[src/rtl/secure_strobe_seq.sv]
`default_nettype none
// ============================================================================
//  Module   : secure_strobe_seq
//  Purpose  : Timed release sequencer: status deassert, data load, strobe pulse.
//  Revision : 1.0  initial release
// ============================================================================
module secure_strobe_seq #(
   parameter int                DATA_W      = 32,
   parameter int                STATUS_DLY  = 9,
   parameter int                STROBE_DLY  = 5,
   parameter int                STROBE_LEN  = 1,
   parameter logic [DATA_W-1:0] SEC_PATTERN = DATA_W'('hFF)
) (
   input  logic              clk,
   input  logic              rst,
   input  logic              i_start,
   input  logic              i_secure_in,
   input  logic              i_clr,
   input  logic [DATA_W-1:0] i_data_in,
   output logic              o_status,
   output logic              o_strobe,
   output logic              o_secure_out,
   output logic [DATA_W-1:0] o_data,
   output logic              o_busy,
   output logic              o_start_err
);

   localparam int c_max_ab  = (STATUS_DLY > STROBE_DLY) ? STATUS_DLY : STROBE_DLY;
   localparam int c_max_dly = (c_max_ab > STROBE_LEN) ? c_max_ab : STROBE_LEN;
   localparam int CNT_W     = $clog2(c_max_dly + 1);

   localparam logic [CNT_W-1:0] c_stat_end = CNT_W'(STATUS_DLY);
   localparam logic [CNT_W-1:0] c_stb_end  = CNT_W'(STROBE_DLY);
   localparam logic [CNT_W-1:0] c_len_end  = CNT_W'(STROBE_LEN);
   localparam logic [CNT_W-1:0] c_one      = CNT_W'(1);

   typedef enum logic [2:0] {
      S_IDLE      = 3'd0,
      S_WAIT_STAT = 3'd1,
      S_WAIT_STB  = 3'd2,
      S_STROBE    = 3'd3,
      S_DONE      = 3'd4
   } state_t;

   state_t            r_state;
   logic [CNT_W-1:0]  r_cnt;
   logic [DATA_W-1:0] r_payload;
   logic [DATA_W-1:0] r_data;
   logic              r_status;
   logic              r_strobe;
   logic              r_secure;
   logic              r_busy;
   logic              r_start_err;

   always_ff @(posedge clk or posedge rst) begin
      if (rst) begin
         r_state     <= S_IDLE;
         r_cnt       <= '0;
         r_payload   <= '0;
         r_data      <= '0;
         r_status    <= 1'b1;
         r_strobe    <= 1'b0;
         r_secure    <= 1'b0;
         r_busy      <= 1'b0;
         r_start_err <= 1'b0;
      end else begin
         r_start_err <= 1'b0;
         if (i_clr) begin
            // Abort wins over everything; secure data never survives an abort.
            r_state  <= S_IDLE;
            r_status <= 1'b1;
            r_strobe <= 1'b0;
            r_busy   <= 1'b0;
            r_cnt    <= '0;
            if (r_secure) begin
               r_data <= '0;
            end
         end else begin
            case (r_state)
               S_IDLE, S_DONE: begin
                  if (i_start) begin
                     r_secure  <= i_secure_in;
                     r_payload <= i_data_in;
                     r_status  <= 1'b1;
                     r_busy    <= 1'b1;
                     r_cnt     <= c_one;
                     r_state   <= S_WAIT_STAT;
                  end
               end
               S_WAIT_STAT: begin
                  r_start_err <= i_start;
                  if (r_cnt == c_stat_end) begin
                     r_status <= 1'b0;
                     r_data   <= r_secure ? SEC_PATTERN : r_payload;
                     r_cnt    <= c_one;
                     r_state  <= S_WAIT_STB;
                  end else begin
                     r_cnt <= r_cnt + c_one;
                  end
               end
               S_WAIT_STB: begin
                  r_start_err <= i_start;
                  if (r_cnt == c_stb_end) begin
                     r_strobe <= 1'b1;
                     r_cnt    <= c_one;
                     r_state  <= S_STROBE;
                  end else begin
                     r_cnt <= r_cnt + c_one;
                  end
               end
               S_STROBE: begin
                  r_start_err <= i_start;
                  if (r_cnt == c_len_end) begin
                     r_strobe <= 1'b0;
                     r_busy   <= 1'b0;
                     r_cnt    <= '0;
                     r_state  <= S_DONE;
                  end else begin
                     r_cnt <= r_cnt + c_one;
                  end
               end
               default: begin
                  r_state  <= S_IDLE;
                  r_status <= 1'b1;
                  r_strobe <= 1'b0;
                  r_busy   <= 1'b0;
                  r_cnt    <= '0;
               end
            endcase
         end
      end
   end

   assign o_status     = r_status;
   assign o_strobe     = r_strobe;
   assign o_secure_out = r_secure;
   assign o_data       = r_data;
   assign o_busy       = r_busy;
   assign o_start_err  = r_start_err;

endmodule
`default_nettype wire

[config.mk]
export PLATFORM = sky130hd
export DESIGN_NAME = secure_strobe_seq
export DESIGN_NICKNAME = d
export VERILOG_FILES = /design/src/rtl/secure_strobe_seq.sv
export SDC_FILE = /design/constraint.sdc
export NUM_CORES = 1
export LEC_CHECK = 0
export BUFFER_PORTS_ARGS = -buffer_cell sky130_fd_sc_hd__buf_2
export CELL_PAD_IN_SITES_DETAIL_PLACEMENT = 1
export CELL_PAD_IN_SITES_GLOBAL_PLACEMENT = 2
export CORE_MARGIN = 1.5
export CORE_UTILIZATION = 38
export CTS_CLUSTER_DIAMETER = 80
export DETAILED_ROUTE_END_ITERATION = 7
export PLACE_DENSITY = 0.93
export SETUP_SLACK_MARGIN = 0.4
export SYNTH_ARGS = -nofsm -noshare
export SYNTH_HDL_FRONTEND = slang
export SYNTH_SLANG_ARGS = --single-unit
[constraint.sdc]
create_clock -name clk -period 5.1 [get_ports clk]
set_input_delay 0.255 -clock clk [delete_from_list [all_inputs] [get_ports clk]]
set_output_delay 0.255 -clock clk [all_outputs]
set_load 0.01 [all_outputs]
==> flow_summary.ini <==
[outcome]
status = finished clean

[sta]
setup_ws_ns = 2.34
fmax_mhz = 362
maxSlewHeadroom_pct = 30.9
setup_viol = 0
skew_ns = 0.00774
post-route-period-util_pct = 54.2
hold_viol_final = 0
setup_tns_ns = 0
timing.final.crit_period_ns = 2.76
drv_slew = 0
rsz0062_at_grt = false
worstMarginPinSlew_ns = 1.03

[layout]
area_delta_synth_final_pct = 20.5
nets = 362
stdcell_count = 432
antenna_cells = 0
utilization_pct = 47.2
drive_gt1_share_pct = 39.8
n_fill_cell = 893

[clock_tree]
post_cts.repair.setup_buffers = 0
cts_buffer_depth = 2
cts_hold_buf = 0
cts.sinks = 76
cts_tree = done
clk_pin_slew_ns = 0.08
clockRootBuffer = clkbuf_8
cts_resized = 0
numCtsBuffers = 9
clock_latency_ns = 0.33
cts.htree.levels = 3

[drt]
vias = 2267
wl_per_cell_um = 16.3
via_per_inst = 5.25
drc = 0
ant_nets = 0
wl_mm = 7.03
drt_iter0_drc = 59
firstDrtPassIters = 4

[critical_path]
reg2reg_to = o_data[18]$_DFFE_PP0P_
end_kind = flip-flop
path_cells = ha_1, nand3b_1, or4_4, nor2_1, a22o_1
regToRegSetupSlack_ns = 2.34
critPathMaxFanout = 30
critical_path_class = reg -> reg
critPathRequiredTime_ns = 5.37
cp_num_buf_inv = 0
timing.rr.start = r_cnt[0]$_DFFE_PP0P_
crit_slowest_cell = nor2_1
crit_family = simple AND/OR/NAND/NOR gates
reg2regPathDepth = 5
worstSetupStartpointType = flip-flop
arrival_ns = 3.03
cpPeakStageDelay_ns = 0.86

[global_route]
grt_max_degree = 77
antenna_found_initial = 0
grt_overflow = 0
grt_usage_pct = 16.8
grt_pass1_vias = 2388
grt_pass1_wl_mm = 11.7

[synthesis]
synth_seq_area_share_pct = 59.5
synth_cell_type_count = 40
ys_ff_latch = 76
synth_edf_count = 0
ys_warn_count = 0
synth_area_um2 = 3200
synth_nets = 294
synth_flop_cell = dfrtp_1
synth_area_per_cell_um2 = 12.5
synthCells = 255
ys_async_sr_fraction_pct = 100

[job]
cap_violations = 0

[worst_hold_path]
hold_path_startpoint = i_data_in[22]
hold_end = r_payload[22]$_DFFE_PP0P_
hold_depth = 2
hold_path.class = in -> reg

[power]
total_power_w = 0.00147
total_leakage_power_nw = 1.92
ir_drop_mv = 0.190
power_density_nw_per_um2 = 381

[placement]
port_buffers = 73
dp.cells = 417
dpl.hpwl_mm = 4.85
finalWeightedCongestion = 0.816
dp_slack_ns = 2.38

[floorplan]
die-width_um = 94.7
core.rowCount = 33
core-area_um2 = 8180
initial_core_util_pct = 39.1
fp.dieH_um = 94.7
die_area_um2 = 8980
ios = 74
sequential cells by signal, indices dropped and copies added (netlist names):
signal / count
o_data: 32
r_payload: 32
r_cnt: 4
r_state: 3
o_busy: 1
o_secure_out: 1
o_start_err: 1
o_status: 1
o_strobe: 1
cells in the final DEF (no fill, tap or decap), types with 2 or more instances in the layout:
cell type,n
dfrtp_1,75
buf_2,73
mux2_2,34
nand2_1,25
a22o_1,15
mux2i_1,10
clkbuf_8,10
o22ai_1,9
a21oi_1,8
a2bb2oi_1,8
nor2_1,6
inv_1,4
nand3b_1,3
nand2b_1,3
nor3_1,3
nor2b_1,3
o21ai_0,3
o31ai_1,3
buf_4,3
a21boi_0,2
or3_1,2
o211ai_1,2
ha_1,2
bufinv_16,2
clkinvlp_4,2
logic make-up after synthesis:
group,after synthesis,synth area share (%)
compound gates,54,12.6
xor+xnor,1,0.274
fa+ha+maj,2,0.782
buf+inv,24,3.40
flops,76,59.5
mux,44,15.1
simple gates,54,8.37
cells in the mapped netlist, types with 2 or more instances:
library cell | n | area, um2
ha_1 | 2 | 25.0
nor2b_1 | 3 | 18.8
nand2b_1 | 3 | 18.8
nor3_1 | 3 | 15.0
dfrtp_1 | 75 | 1880
nor2_1 | 6 | 22.5
mux2_2 | 34 | 383
o211ai_1 | 2 | 15.0
buf_2 | 6 | 30.0
mux2i_1 | 10 | 100
o21ai_0 | 3 | 15.0
inv_1 | 5 | 18.8
nand3b_1 | 3 | 22.5
a2bb2oi_1 | 8 | 70.1
o31ai_1 | 3 | 22.5
nand2_1 | 25 | 93.8
a21boi_0 | 2 | 15.0
clkbuf_1 | 10 | 37.5
a22o_1 | 15 | 131
a21oi_1 | 8 | 40.0
o22ai_1 | 9 | 56.3
or3_1 | 2 | 12.5
power breakdown:
part / leakage, nW / internal (W) / switching (W) / total (W)
Combinational: 0.833 / 0.000117 / 0.0000889 / 0.000206
Clock: 0.105 / 0.000288 / 0.000219 / 0.000507
Sequential: 0.980 / 0.000688 / 0.0000677 / 0.000756
Total: 1.92 / 0.00109 / 0.000375 / 0.00147
stage by stage:
| stage | hold slack, ns | area, um2 |
|---|---|---|
| 3_3_place_gp | 0.479 | 3630 |
| 4_1_cts | 0.131 | 3850 |
| 5_1_grt | 0.130 | 3850 |
| 6_report | 0.145 | 3850 |
| 3_5_place_dp | 0.487 | 3630 |
| 2_1_floorplan | 0.407 | 3200 |
how the worst max path moves through the flow:
stage	depth (start not counted)	to	slack, ns	startpoint
5_1_grt	5	o_data[20]$_DFFE_PP0P_	2.13	r_cnt[0]$_DFFE_PP0P_
3_5_place_dp	5	o_data[23]$_DFFE_PP0P_	2.38	r_cnt[0]$_DFFE_PP0P_
3_3_place_gp	5	o_data[28]$_DFFE_PP0P_	2.53	r_cnt[0]$_DFFE_PP0P_
4_1_cts	5	o_data[18]$_DFFE_PP0P_	2.32	r_cnt[0]$_DFFE_PP0P_
6_report	5	o_data[18]$_DFFE_PP0P_	2.34	r_cnt[0]$_DFFE_PP0P_
2_1_floorplan	1	o_busy$_DFFE_PP0P_	2.91	rst
area by class of cell:
class                           count  area, um2  area share, %
Sequential cell                    76       1900           49.4
Clock inverter                      5       83.8           2.17
Inverter                            5       18.8          0.487
Clock buffer                       10        138           3.57
Tap cell                          105        131           3.41
Multi-Input combinational cell    155       1190           30.9
Timing Repair Buffer               76        388           10.1
routing by layer:
metal / vias up / routed length, um / GRT usage (%)
li1: 1051 / - / -
met1: 1149 / 3190 / 22.6
met2: 61 / 3390 / 26.9
met3: 6 / 393 / 4.91
met4: 0 / 55 / 3.86
met5: - / 0 / 0
Note: power is estimated with default switching activity, not from simulation.
